===== config.mk =====
export PLATFORM = sky130hd
export DESIGN_NAME = fifo_ctrl_flat
export DESIGN_NICKNAME = d
export VERILOG_FILES = /design/src/rtl/fifo_ctrl_if.sv /design/src/rtl/fifo_ctrl.sv /design/src/flat_wrapper.sv
export SDC_FILE = /design/constraint.sdc
export NUM_CORES = 1
export LEC_CHECK = 0
export ABC_AREA = 1
export ABC_CLOCK_PERIOD_IN_PS = 1600
export BUFFER_PORTS_ARGS = -buffer_cell sky130_fd_sc_hd__buf_2
export CAP_MARGIN = 20
export CORE_ASPECT_RATIO = 0.7
export CORE_UTILIZATION = 35
export DETAILED_ROUTE_END_ITERATION = 8
export GPL_ROUTABILITY_DRIVEN = 0
export GPL_TIMING_DRIVEN = 0
export SYNTH_ARGS = -nofsm -noshare
export SYNTH_HDL_FRONTEND = slang
export SYNTH_SLANG_ARGS = --single-unit

===== constraint.sdc =====
create_clock -name clk -period 1.6 [get_ports clk]
set_clock_uncertainty 0.05 [all_clocks]
set_input_delay 0.16 -clock clk [delete_from_list [all_inputs] [get_ports clk]]
set_output_delay 0.16 -clock clk [all_outputs]
set_load 0.005 [all_outputs]

===== src/rtl/fifo_ctrl_if.sv =====
// rtl/fifo_ctrl_if.sv - address/strobe/status bundle between the FIFO controller and its user
interface fifo_ctrl_if #(
    parameter int ADDR_W = 3
);
    logic              wr_en;
    logic              rd_en;
    logic              we;
    logic [ADDR_W-1:0] wAddr;
    logic [ADDR_W-1:0] rAddr;
    logic              full;
    logic              empty;
    logic [ADDR_W:0]   data_count;
    logic              wr_err;
    logic              rd_err;

    modport master (
        output wr_en, rd_en,
        input  we, wAddr, rAddr, full, empty, data_count, wr_err, rd_err
    );

    modport slave (
        input  wr_en, rd_en,
        output we, wAddr, rAddr, full, empty, data_count, wr_err, rd_err
    );
endinterface


===== src/rtl/fifo_ctrl.sv =====
// rtl/fifo_ctrl.sv - head/tail pointer and flag controller for a FWFT FIFO (option: FIFO_ERR_STICKY_EN)
module fifo_ctrl #(
    parameter int ADDR_W = 3,
    parameter int DEPTH  = 8
) (
    input  logic        clk,
    input  logic        reset,
    fifo_ctrl_if.slave  bus
);
    typedef enum logic [1:0] {
        ST_EMPTY  = 2'd0,
        ST_NORMAL = 2'd1,
        ST_FULL   = 2'd2
    } state_t;

    localparam logic [ADDR_W-1:0] PTR_ONE  = ADDR_W'(1);
    localparam logic [ADDR_W:0]   CNT_ONE  = (ADDR_W + 1)'(1);
    localparam logic [ADDR_W:0]   CNT_LAST = (ADDR_W + 1)'(DEPTH - 1);

    state_t            state, state_d;
    logic [ADDR_W-1:0] head, head_d;
    logic [ADDR_W-1:0] tail, tail_d;
    logic [ADDR_W:0]   count, count_d;
    logic              wr_err, wr_err_d, wr_err_set;
    logic              rd_err, rd_err_d, rd_err_set;

    always_ff @(posedge clk) begin
        if (reset) begin
            state  <= ST_EMPTY;
            head   <= '0;
            tail   <= '0;
            count  <= '0;
            wr_err <= 1'b0;
            rd_err <= 1'b0;
        end else begin
            state  <= state_d;
            head   <= head_d;
            tail   <= tail_d;
            count  <= count_d;
            wr_err <= wr_err_d;
            rd_err <= rd_err_d;
        end
    end

    always_comb begin
        state_d    = state;
        head_d     = head;
        tail_d     = tail;
        count_d    = count;
        wr_err_set = 1'b0;
        rd_err_set = 1'b0;
        case (state)
            ST_EMPTY: begin
                rd_err_set = bus.rd_en;
                if (bus.wr_en) begin
                    tail_d  = tail + PTR_ONE;
                    count_d = CNT_ONE;
                    state_d = ST_NORMAL;
                end
            end
            ST_NORMAL: begin
                case ({bus.wr_en, bus.rd_en})
                    2'b10: begin
                        tail_d  = tail + PTR_ONE;
                        count_d = count + CNT_ONE;
                        if (count == CNT_LAST) state_d = ST_FULL;
                    end
                    2'b01: begin
                        head_d  = head + PTR_ONE;
                        count_d = count - CNT_ONE;
                        if (count == CNT_ONE) state_d = ST_EMPTY;
                    end
                    2'b11: begin
                        head_d = head + PTR_ONE;
                        tail_d = tail + PTR_ONE;
                    end
                    default: ;
                endcase
            end
            ST_FULL: begin
                // A simultaneous push is still rejected: the slot only frees after this edge.
                wr_err_set = bus.wr_en;
                if (bus.rd_en) begin
                    head_d  = head + PTR_ONE;
                    count_d = CNT_LAST;
                    state_d = ST_NORMAL;
                end
            end
            default: state_d = ST_EMPTY;
        endcase
`ifdef FIFO_ERR_STICKY_EN
        wr_err_d = wr_err | wr_err_set;
        rd_err_d = rd_err | rd_err_set;
`else
        wr_err_d = wr_err_set;
        rd_err_d = rd_err_set;
`endif
    end

    assign bus.we         = bus.wr_en & (state != ST_FULL) & ~reset;
    assign bus.wAddr      = tail;
    assign bus.rAddr      = head;
    assign bus.full       = (state == ST_FULL);
    assign bus.empty      = (state == ST_EMPTY);
    assign bus.data_count = count;
    assign bus.wr_err     = wr_err;
    assign bus.rd_err     = rd_err;
endmodule


===== src/flat_wrapper.sv =====
// flat-port wrapper written by rule: the top's interface ports become plain ports
module fifo_ctrl_flat 
#(
    parameter int ADDR_W = 3,
    parameter int DEPTH  = 8
)
  (clk, reset, bus_wr_en, bus_rd_en, bus_we, bus_wAddr, bus_rAddr, bus_full, bus_empty, bus_data_count, bus_wr_err, bus_rd_err);
  fifo_ctrl_if #(.ADDR_W(ADDR_W)) bus_i ();
  input  logic clk;
  input  logic reset;
  input wire logic [$bits(bus_i.wr_en)-1:0] bus_wr_en;
  input wire logic [$bits(bus_i.rd_en)-1:0] bus_rd_en;
  output wire logic [$bits(bus_i.we)-1:0] bus_we;
  output wire logic [$bits(bus_i.wAddr)-1:0] bus_wAddr;
  output wire logic [$bits(bus_i.rAddr)-1:0] bus_rAddr;
  output wire logic [$bits(bus_i.full)-1:0] bus_full;
  output wire logic [$bits(bus_i.empty)-1:0] bus_empty;
  output wire logic [$bits(bus_i.data_count)-1:0] bus_data_count;
  output wire logic [$bits(bus_i.wr_err)-1:0] bus_wr_err;
  output wire logic [$bits(bus_i.rd_err)-1:0] bus_rd_err;
  assign bus_i.wr_en = bus_wr_en;
  assign bus_i.rd_en = bus_rd_en;
  assign bus_we = bus_i.we;
  assign bus_wAddr = bus_i.wAddr;
  assign bus_rAddr = bus_i.rAddr;
  assign bus_full = bus_i.full;
  assign bus_empty = bus_i.empty;
  assign bus_data_count = bus_i.data_count;
  assign bus_wr_err = bus_i.wr_err;
  assign bus_rd_err = bus_i.rd_err;
  fifo_ctrl #(.ADDR_W(ADDR_W), .DEPTH(DEPTH)) u_core (.clk(clk), .reset(reset), .bus(bus_i));
endmodule

==> flow_summary.yaml, run 1 <==
run_status:
  status: "finished clean"
sta:
  fmax_ghz: 0.681
  fin_setup_tns_ns: 0
  slew_viol_final: 0
  setup_viol: 0
  slew-limit-headroom_pct: 80.9
  tightest_slew_ns: 0.286
  setup_ws_ns: 0.131
  fin_crit_sh_pct: 91.8
  rsz0062_at_grt: "no"
  hold_violations: 0
  fin_crit_ns: 1.47
die:
  pin_count: 19
  initial_core_util_pct: 37.5
  rows: 15
  coreArea_um2: 2500
  die_area_um2: 2890
  die_h_um: 45.3
  fp.dieW_um: 63.8
hold_path:
  hold-path-endpoint: "u_core.bus.rd_err"
  whs_path_depth: 3
  worstHoldPathType: "in -> reg"
  min_from: "bus_rd_en"
power_and_ir_drop:
  total_leakage_power_nw: 0.553
  ir_drop_v: 0.000787
  powerDensity_nw_per_um2: 1360
synth:
  yosysSeqAreaShare_pct: 29.9
  ys_seq_elements: 14
  synth_area_per_cell_um2: 7.38
  mappedNetlistArea_um2: 937
  synth_warnings: 0
  synth_largest_area_cell: "dfxtp_1"
  post-synth-top-area-fraction_pct: 29.9
  syn_inst: 127
  yosys-top-cells-area: "dfxtp_1, ha_1, nand2_1"
  ys_types: 25
  syn-num-nets: 141
global_route:
  grt_overflow: 0
  antenna_found_initial: 0
  grt_pass1_wl_um: 3590
  grt_max_degree: 10
  grt_usage_pct: 16.7
  first_global_vias: 803
placed_design:
  pre_cts_ws_ns: 0.0291
  dp_hpwl_um: 1580
  dp_cells: 178
  io_buffers: 17
detailed_routing:
  routed_via_density: 4.72
  drc: 0
  drt_iter0_drc: 34
  wl_um: 2060
  vias: 855
  wire_per_inst_um: 11.4
  ant_nets: 0
  first_pass_iters: 4
finish:
  final_nets: 163
  area_delta_synth_final_pct: 19.4
  fin_cells: 181
  drive_above_1_share_pct: 29.3
  fillers: 249
  final_cell_mix: "nand2_1, buf_2, inv_1"
  final_common_cell: "nand2_1"
  insertedDiodeCount: 0
clocking:
  cts_inserted_buffers: 3
  clock_path_buffers: 2
  clock_latency_ns: 0.24
  cts-htree-levels: 1
  clk_pin_slew_ns: 0.05
  hold_buffers: 0
  clock_sinks: 14
  root_buffer: "clkbuf_8"
  cts_tree: "yes"
  postCtsSetupBuffers: 0
critical_path:
  rr_endpoint: "u_core.bus.data_count[2]"
  r2r_setup_slack_ns: 0.13
  reg2reg_depth: 9
  r2r_start: "u_core.state[1]"
  crit_path_end_kind: "flop"
  cp_max_fo: 4
  arrival_ns: 1.59
  required_ns: 1.73
  crit_type: "reg -> reg"
  critPathLaunchType: "flop"
run:
  cap_viol_max_count: 0
==> report_power, final <==
group / switching (W) / total [W] / internal (W)
combinational: 0.000441 / 0.000738 / 0.000297
sequential: 0.0000783 / 0.000502 / 0.000424
clock: 0.000111 / 0.000277 / 0.000166
==> per-stage QoR <==
| stage | power, W | cell area, µm² | hold WS (ns) | util [%] |
|---|---|---|---|---|
| after floorplan | 0.00101 | 937 | 0.251 | - |
| after detailed placement | 0.00121 | 1060 | 0.399 | 42.7 |
| final | 0.00152 | 1120 | 0.168 | 44.8 |
| after global placement | 0.00119 | 1060 | 0.393 | 42.7 |
| after CTS | 0.00151 | 1110 | 0.149 | 44.4 |
| after global routing | 0.00166 | 1120 | 0.161 | 44.8 |
==> final cells by class <==
class / instances / area, µm² / area share, %
Inverter: 19 / 76.3 / 6.82
Multi-Input combinational cell: 92 / 579 / 51.8
Tap cell: 34 / 42.5 / 3.80
Clock buffer: 3 / 41.3 / 3.69
Sequential cell: 14 / 282 / 25.2
Timing Repair Buffer: 17 / 85.1 / 7.61
Buffer: 2 / 12.5 / 1.12
==> how the worst max path moves through the flow <==
stage	start	to	slack (ns)
after floorplan	u_core.state[0]	u_core.state[0]	0.21
after global placement	u_core.state[0]	u_core.bus.data_count[2]	0.07
after detailed placement	u_core.state[0]	u_core.bus.data_count[2]	0.03
after CTS	u_core.state[0]	u_core.bus.data_count[2]	0.06
after global routing	u_core.state[1]	u_core.bus.wAddr[0]	0.002
final	u_core.state[1]	u_core.bus.data_count[2]	0.13
==> critical path, stage by stage, from the launching register on <==
cell,delay (ns)
dfxtp_1,0.37
inv_1,0.09
ha_1,0.24
nand2_1,0.10
nand2_2,0.06
clkinv_4,0.06
nand3b_4,0.11
nor2_4,0.13
nand2_1,0.08
a21oi_2,0.10
==> flip-flops by register name (all words and copies together) (netlist names) <==
register / count
u_core.bus.rd_err: 1
u_core.bus.rAddr: 3
u_core.bus.wr_err: 1
u_core.state: 2
u_core.bus.data_count: 4
u_core.bus.wAddr: 3
==> what timing repair did <==
action	in CTS	in global routing
resized for setup	1	6
endpoints found under the hold margin	0	0
setup endpoints to repair	1	11
cloned	0	0
==> cells by family after synthesis <==
group                    Yosys count  share of synthesized area, %
adder cells (fa/ha/maj)           10                          13.4
XOR/XNOR                           2                          1.87
AND/OR/NAND/NOR                   60                          32.8
buffers and inverters             21                          9.48
flip-flops                        14                          29.9
AO/OA/AOI/OAI                     20                          12.5
==> per-layer routing <==
| metal | global-route usage (%) | share of wire [%] | vias up |
|---|---|---|---|
| met2 | 28.1 | 45 | 20 |
| met5 | 0 | 0 | - |
| met4 | 4.09 | 0.39 | 0 |
| met3 | 6.31 | 5.5 | 2 |
| met1 | 20.5 | 49 | 384 |
| li1 | - | - | 449 |
==> cell usage after synthesis, drive strengths merged <==
cell type and count:
a21oi 11, buf 2, nand4 4, nor3 3
o21ai 8, inv 18, xor2 2, clkinv 1
nand2 33, dfxtp 14, nand3b 1, nand3 8
o211ai 1, ha 10, nor2 11
(Power assumes the default switching activity.)
==> inputs of run 2 (changes only) <==
Settings changed: PLACE_DENSITY set to 0.54, RECOVER_POWER set to 25.
==> flow_summary.yaml, run 2 (synthesis results as in run 1) <==
clocking:
  clock_latency_ns: 0.25
  cts-htree-levels: 1
  cts_inserted_buffers: 3
  postCtsSetupBuffers: 0
  hold_buffers: 0
  cts_tree: "yes"
  clk_pin_slew_ns: 0.06
  clock_path_buffers: 2
  root_buffer: "clkbuf_8"
  clock_sinks: 14
detailed_routing:
  drc: 0
  routed_via_density: 4.55
  ant_nets: 0
  first_pass_iters: 4
  vias: 823
  wl_um: 1950
  drt_iter0_drc: 18
  wire_per_inst_um: 10.8
power_and_ir_drop:
  power_frac_clock_pct: 19.2
  pwr-share-comb_pct: 47.5
  power.switching_w: 0.000623
  seqPwrFrac_pct: 33.3
  ir_drop_v: 0.000673
  p_int_w: 0.000882
  sw_frac_of_total_pct: 41.4
  total_leakage_power_nw: 0.547
  finalPower_w: 0.00150
  powerDensity_nw_per_um2: 1350
critical_path:
  arrival_ns: 1.25
  cp_max_fo: 6
  crit_type: "reg -> out"
  required_ns: 1.39
  crit_path_end_kind: "output pin"
  critPathLaunchType: "flop"
global_route:
  antenna_found_initial: 0
  grt_max_degree: 10
  grt_overflow: 0
  first_global_vias: 675
  grt_usage_pct: 15.1
  grt_pass1_wl_um: 3180
die:
  die_area_um2: 2890
  initial_core_util_pct: 37.5
  pin_count: 19
  coreArea_um2: 2500
  fp.dieW_um: 63.8
  die_h_um: 45.3
  rows: 15
finish:
  area_delta_synth_final_pct: 18.8
  insertedDiodeCount: 0
  fillers: 257
  final_common_cell: "nand2_1"
  drive_above_1_share_pct: 27.9
  fin_cells: 181
  final_nets: 163
  final_cell_mix: "nand2_1, buf_2, inv_1"
  largest_reg_flops: 4
sta:
  slew-limit-headroom_pct: 81.8
  fin_setup_tns_ns: 0
  fin_crit_ns: 1.46
  tightest_slew_ns: 0.271
  hold_violations: 0
  fin_crit_sh_pct: 91.2
  fmax_ghz: 0.685
  setup_ws_ns: 0.140
  rsz0062_at_grt: "no"
  slew_viol_final: 0
  setup_viol: 0
run:
  cap_viol_max_count: 0
placed_design:
  dp_cells: 178
  pre_cts_ws_ns: 0.0317
  dp_hpwl_um: 1520
  io_buffers: 17
hold_path:
  worstHoldPathType: "in -> reg"
run_status:
  status: "finished clean"
run 2: changes by cell type in the layout (fill, tap and decap cells not counted):
cell      before  now
o21ai_1        4    3
buf_2         18   17
clkbuf_1       0    1
o21ai_0        3    5
o21ai_2        1    0
run 2: worst max-delay path, cell delays in order, from the launching register on:
cell	delay, ns
dfxtp_2	0.37
inv_1	0.07
ha_2	0.22
nor3_1	0.20
buf_2	0.14
run 2: metal layers:
layer	up-vias	global-route usage, %	wire length (µm)
li1	450	-	-
met1	358	20.8	1080
met2	13	21.3	752
met3	2	6.82	106
met4	0	4.09	10
met5	-	0	0
run 2: area by class of cell:
class                      count  area [µm²]  area share (%)
buffer                         2        12.5            1.12
multi-input combinational     92         576            51.7
tap                           34        42.5            3.82
timing repair buffer          17        83.8            7.53
clock buffer                   3        41.3            3.71
inverter                      19        76.3            6.85
sequential                    14         282            25.3
run 2: worst paths after layout:
path	start	cells past startpoint	slack (ns)	to
worst max-delay path	u_core.state[0]	4	0.14	bus_we
worst min-delay path	bus_rd_en	3	0.16	u_core.bus.rd_err
worst max register to register	u_core.bus.data_count[0]	9	0.14	u_core.bus.data_count[2]
worst min register to register	u_core.bus.wAddr[2]	2	0.41	u_core.bus.wAddr[2]
run 2: repair_timing:
action                                 4_1_cts  5_1_grt
resized for setup                            1        3
setup endpoints to repair                    1        4
endpoints found under the hold margin        0        0
run 2: stage by stage:
step	util [%]	hold WS (ns)	area, µm²
after floorplan	-	0.251	937
after global placement	42.7	0.391	1060
after detailed placement	42.7	0.398	1060
after CTS	44.4	0.157	1110
after global routing	44.6	0.160	1110
final	44.6	0.160	1110
run 2: power by group through the flow:
stage,clock [W],sequential (W),combinational (W)
after floorplan,0,0.000500,0.000515
after global placement,0,0.000501,0.000694
after detailed placement,0,0.000504,0.000700
after CTS,0.000295,0.000500,0.000704
after global routing,0.000312,0.000511,0.000816
final,0.000289,0.000500,0.000715
==> inputs of run 3 (changes only) <==
==> constraint.sdc (replaced) <==
create_clock -name clk -period 1.6 [get_ports clk]
set_clock_uncertainty 0.05 [all_clocks]
set_input_delay 0.32 -clock clk [delete_from_list [all_inputs] [get_ports clk]]
set_output_delay 0.32 -clock clk [all_outputs]
set_load 0.005 [all_outputs]
==> flow_summary.yaml, run 3 (synthesis results as in run 1) <==
critical_path:
  crit_path_end_kind: "output pin"
  cpMaxStageDelayCell: "dfxtp_4"
  r2r_setup_slack_ns: 0.14
  cp_max_fo: 6
  crit_type: "reg -> out"
  arrival_ns: 1.21
  path_buf_inv: 2
  critPathLaunchType: "flop"
  cp_top_family: "flip-flops"
  cp.depth: 4
  reg2reg_depth: 9
  required_ns: 1.23
  max_stage_delay_ns: 0.37
  crit_chain: "inv_1 -> ha_2 -> nor3_2 -> buf_2"
finish:
  area_delta_synth_final_pct: 19.6
  largest_reg_flops: 4
  fin_cells: 181
  drive_above_1_share_pct: 28.6
  final_nets: 163
  insertedDiodeCount: 0
  final_common_cell: "nand2_1"
  final_cell_mix: "nand2_1, buf_2, inv_1"
  final_util_pct: 44.9
  fin_area_um2: 1120
global_route:
  grt_max_degree: 10
  grt_pass1_wl_um: 3250
  antenna_found_initial: 0
  grt_overflow: 0
  first_global_vias: 685
  grt_usage_pct: 15.4
power_and_ir_drop:
  powerDensity_nw_per_um2: 1350
  total_leakage_power_nw: 0.550
  ir_drop_v: 0.000672
detailed_routing:
  wire_per_inst_um: 10.8
  vias: 823
  wl_um: 1960
  routed_via_density: 4.55
  drt_iter0_drc: 20
  first_pass_iters: 4
  ant_nets: 0
  drc: 0
clocking:
  cts-htree-levels: 1
  clock_latency_ns: 0.25
  cts_tree: "yes"
  clock_sinks: 14
  clock_path_buffers: 2
  root_buffer: "clkbuf_8"
  postCtsSetupBuffers: 0
  cts_inserted_buffers: 3
  clk_pin_slew_ns: 0.06
die:
  pin_count: 19
  coreArea_um2: 2500
  rows: 15
  fp.dieW_um: 63.8
  die_h_um: 45.3
  initial_core_util_pct: 37.5
  die_area_um2: 2890
placed_design:
  pre_cts_ws_ns: 0.0317
  placed_cell_area_um2: 1060
  dp_cells: 178
  io_buffers: 17
  dp_hpwl_um: 1520
sta:
  setup_ws_ns: 0.0182
  setup_viol: 0
  fmax_ghz: 0.632
  hold_violations: 0
  tightest_slew_ns: 0.271
  slew-limit-headroom_pct: 81.8
  slew_viol_final: 0
  fin_setup_tns_ns: 0
  fin_crit_ns: 1.58
  rsz0062_at_grt: "yes"
  fin_crit_sh_pct: 98.9
hold_path:
  worstHoldPathType: "in -> reg"
  whs_path_depth: 3
run_status:
  status: "finished clean"
run:
  cap_viol_max_count: 0
-- run 3: cell counts in the layout (fill, tap and decap cells not counted) --
Identical to the previous run, type by type.
-- run 3: worst paths after layout --
check                                start                       end
hold reg to reg        u_core.bus.wAddr[2]       u_core.bus.wAddr[2]
hold / removal                   bus_rd_en         u_core.bus.rd_err
setup / recovery           u_core.state[0]                    bus_we
setup reg to reg  u_core.bus.data_count[0]  u_core.bus.data_count[2]
-- run 3: routing by layer --
layer,GRT usage (%),part of all wire (%),vias to the layer above
li1,-,-,449
met1,21.1,54,359
met2,21.9,40,13
met3,6.82,5.4,2
met4,4.09,0.51,0
met5,0,0,-
-- run 3: worst min-delay path, delay by kind of cell --
kind                   cells  cell delay, ns
buffers and inverters      2            0.19
and+or+nand+nor            1            0.06
-- run 3: final cells by class --
| class | count | area, µm² |
|---|---|---|
| multi-input combinational | 92 | 581 |
| timing repair buffer | 17 | 83.8 |
| buffer | 2 | 12.5 |
| tap | 34 | 42.5 |
| fill | 259 | 1380 |
| clock buffer | 3 | 41.3 |
| inverter | 19 | 76.3 |
| sequential | 14 | 284 |
-- run 3: timing repair --
action | 4_1_cts | 5_1_grt
gates resized for setup | 4 | 2
endpoints found under the setup margin | 1 | 5
hold buffers | 0 | 0
-- run 3: metrics by stage --
step,power [W],hold WS [ns]
floorplan,0.00101,0.401
global placement,0.00119,0.391
detailed placement,0.00120,0.398
CTS,0.00151,0.317
global route,0.00165,0.332
finish,0.00151,0.325
-- run 3: where the power goes --
part	switching, W	leakage (nW)	internal (W)
registers	0.0000769	0.115	0.000427
clock network	0.000122	0.0216	0.000167
logic	0.000424	0.413	0.000293
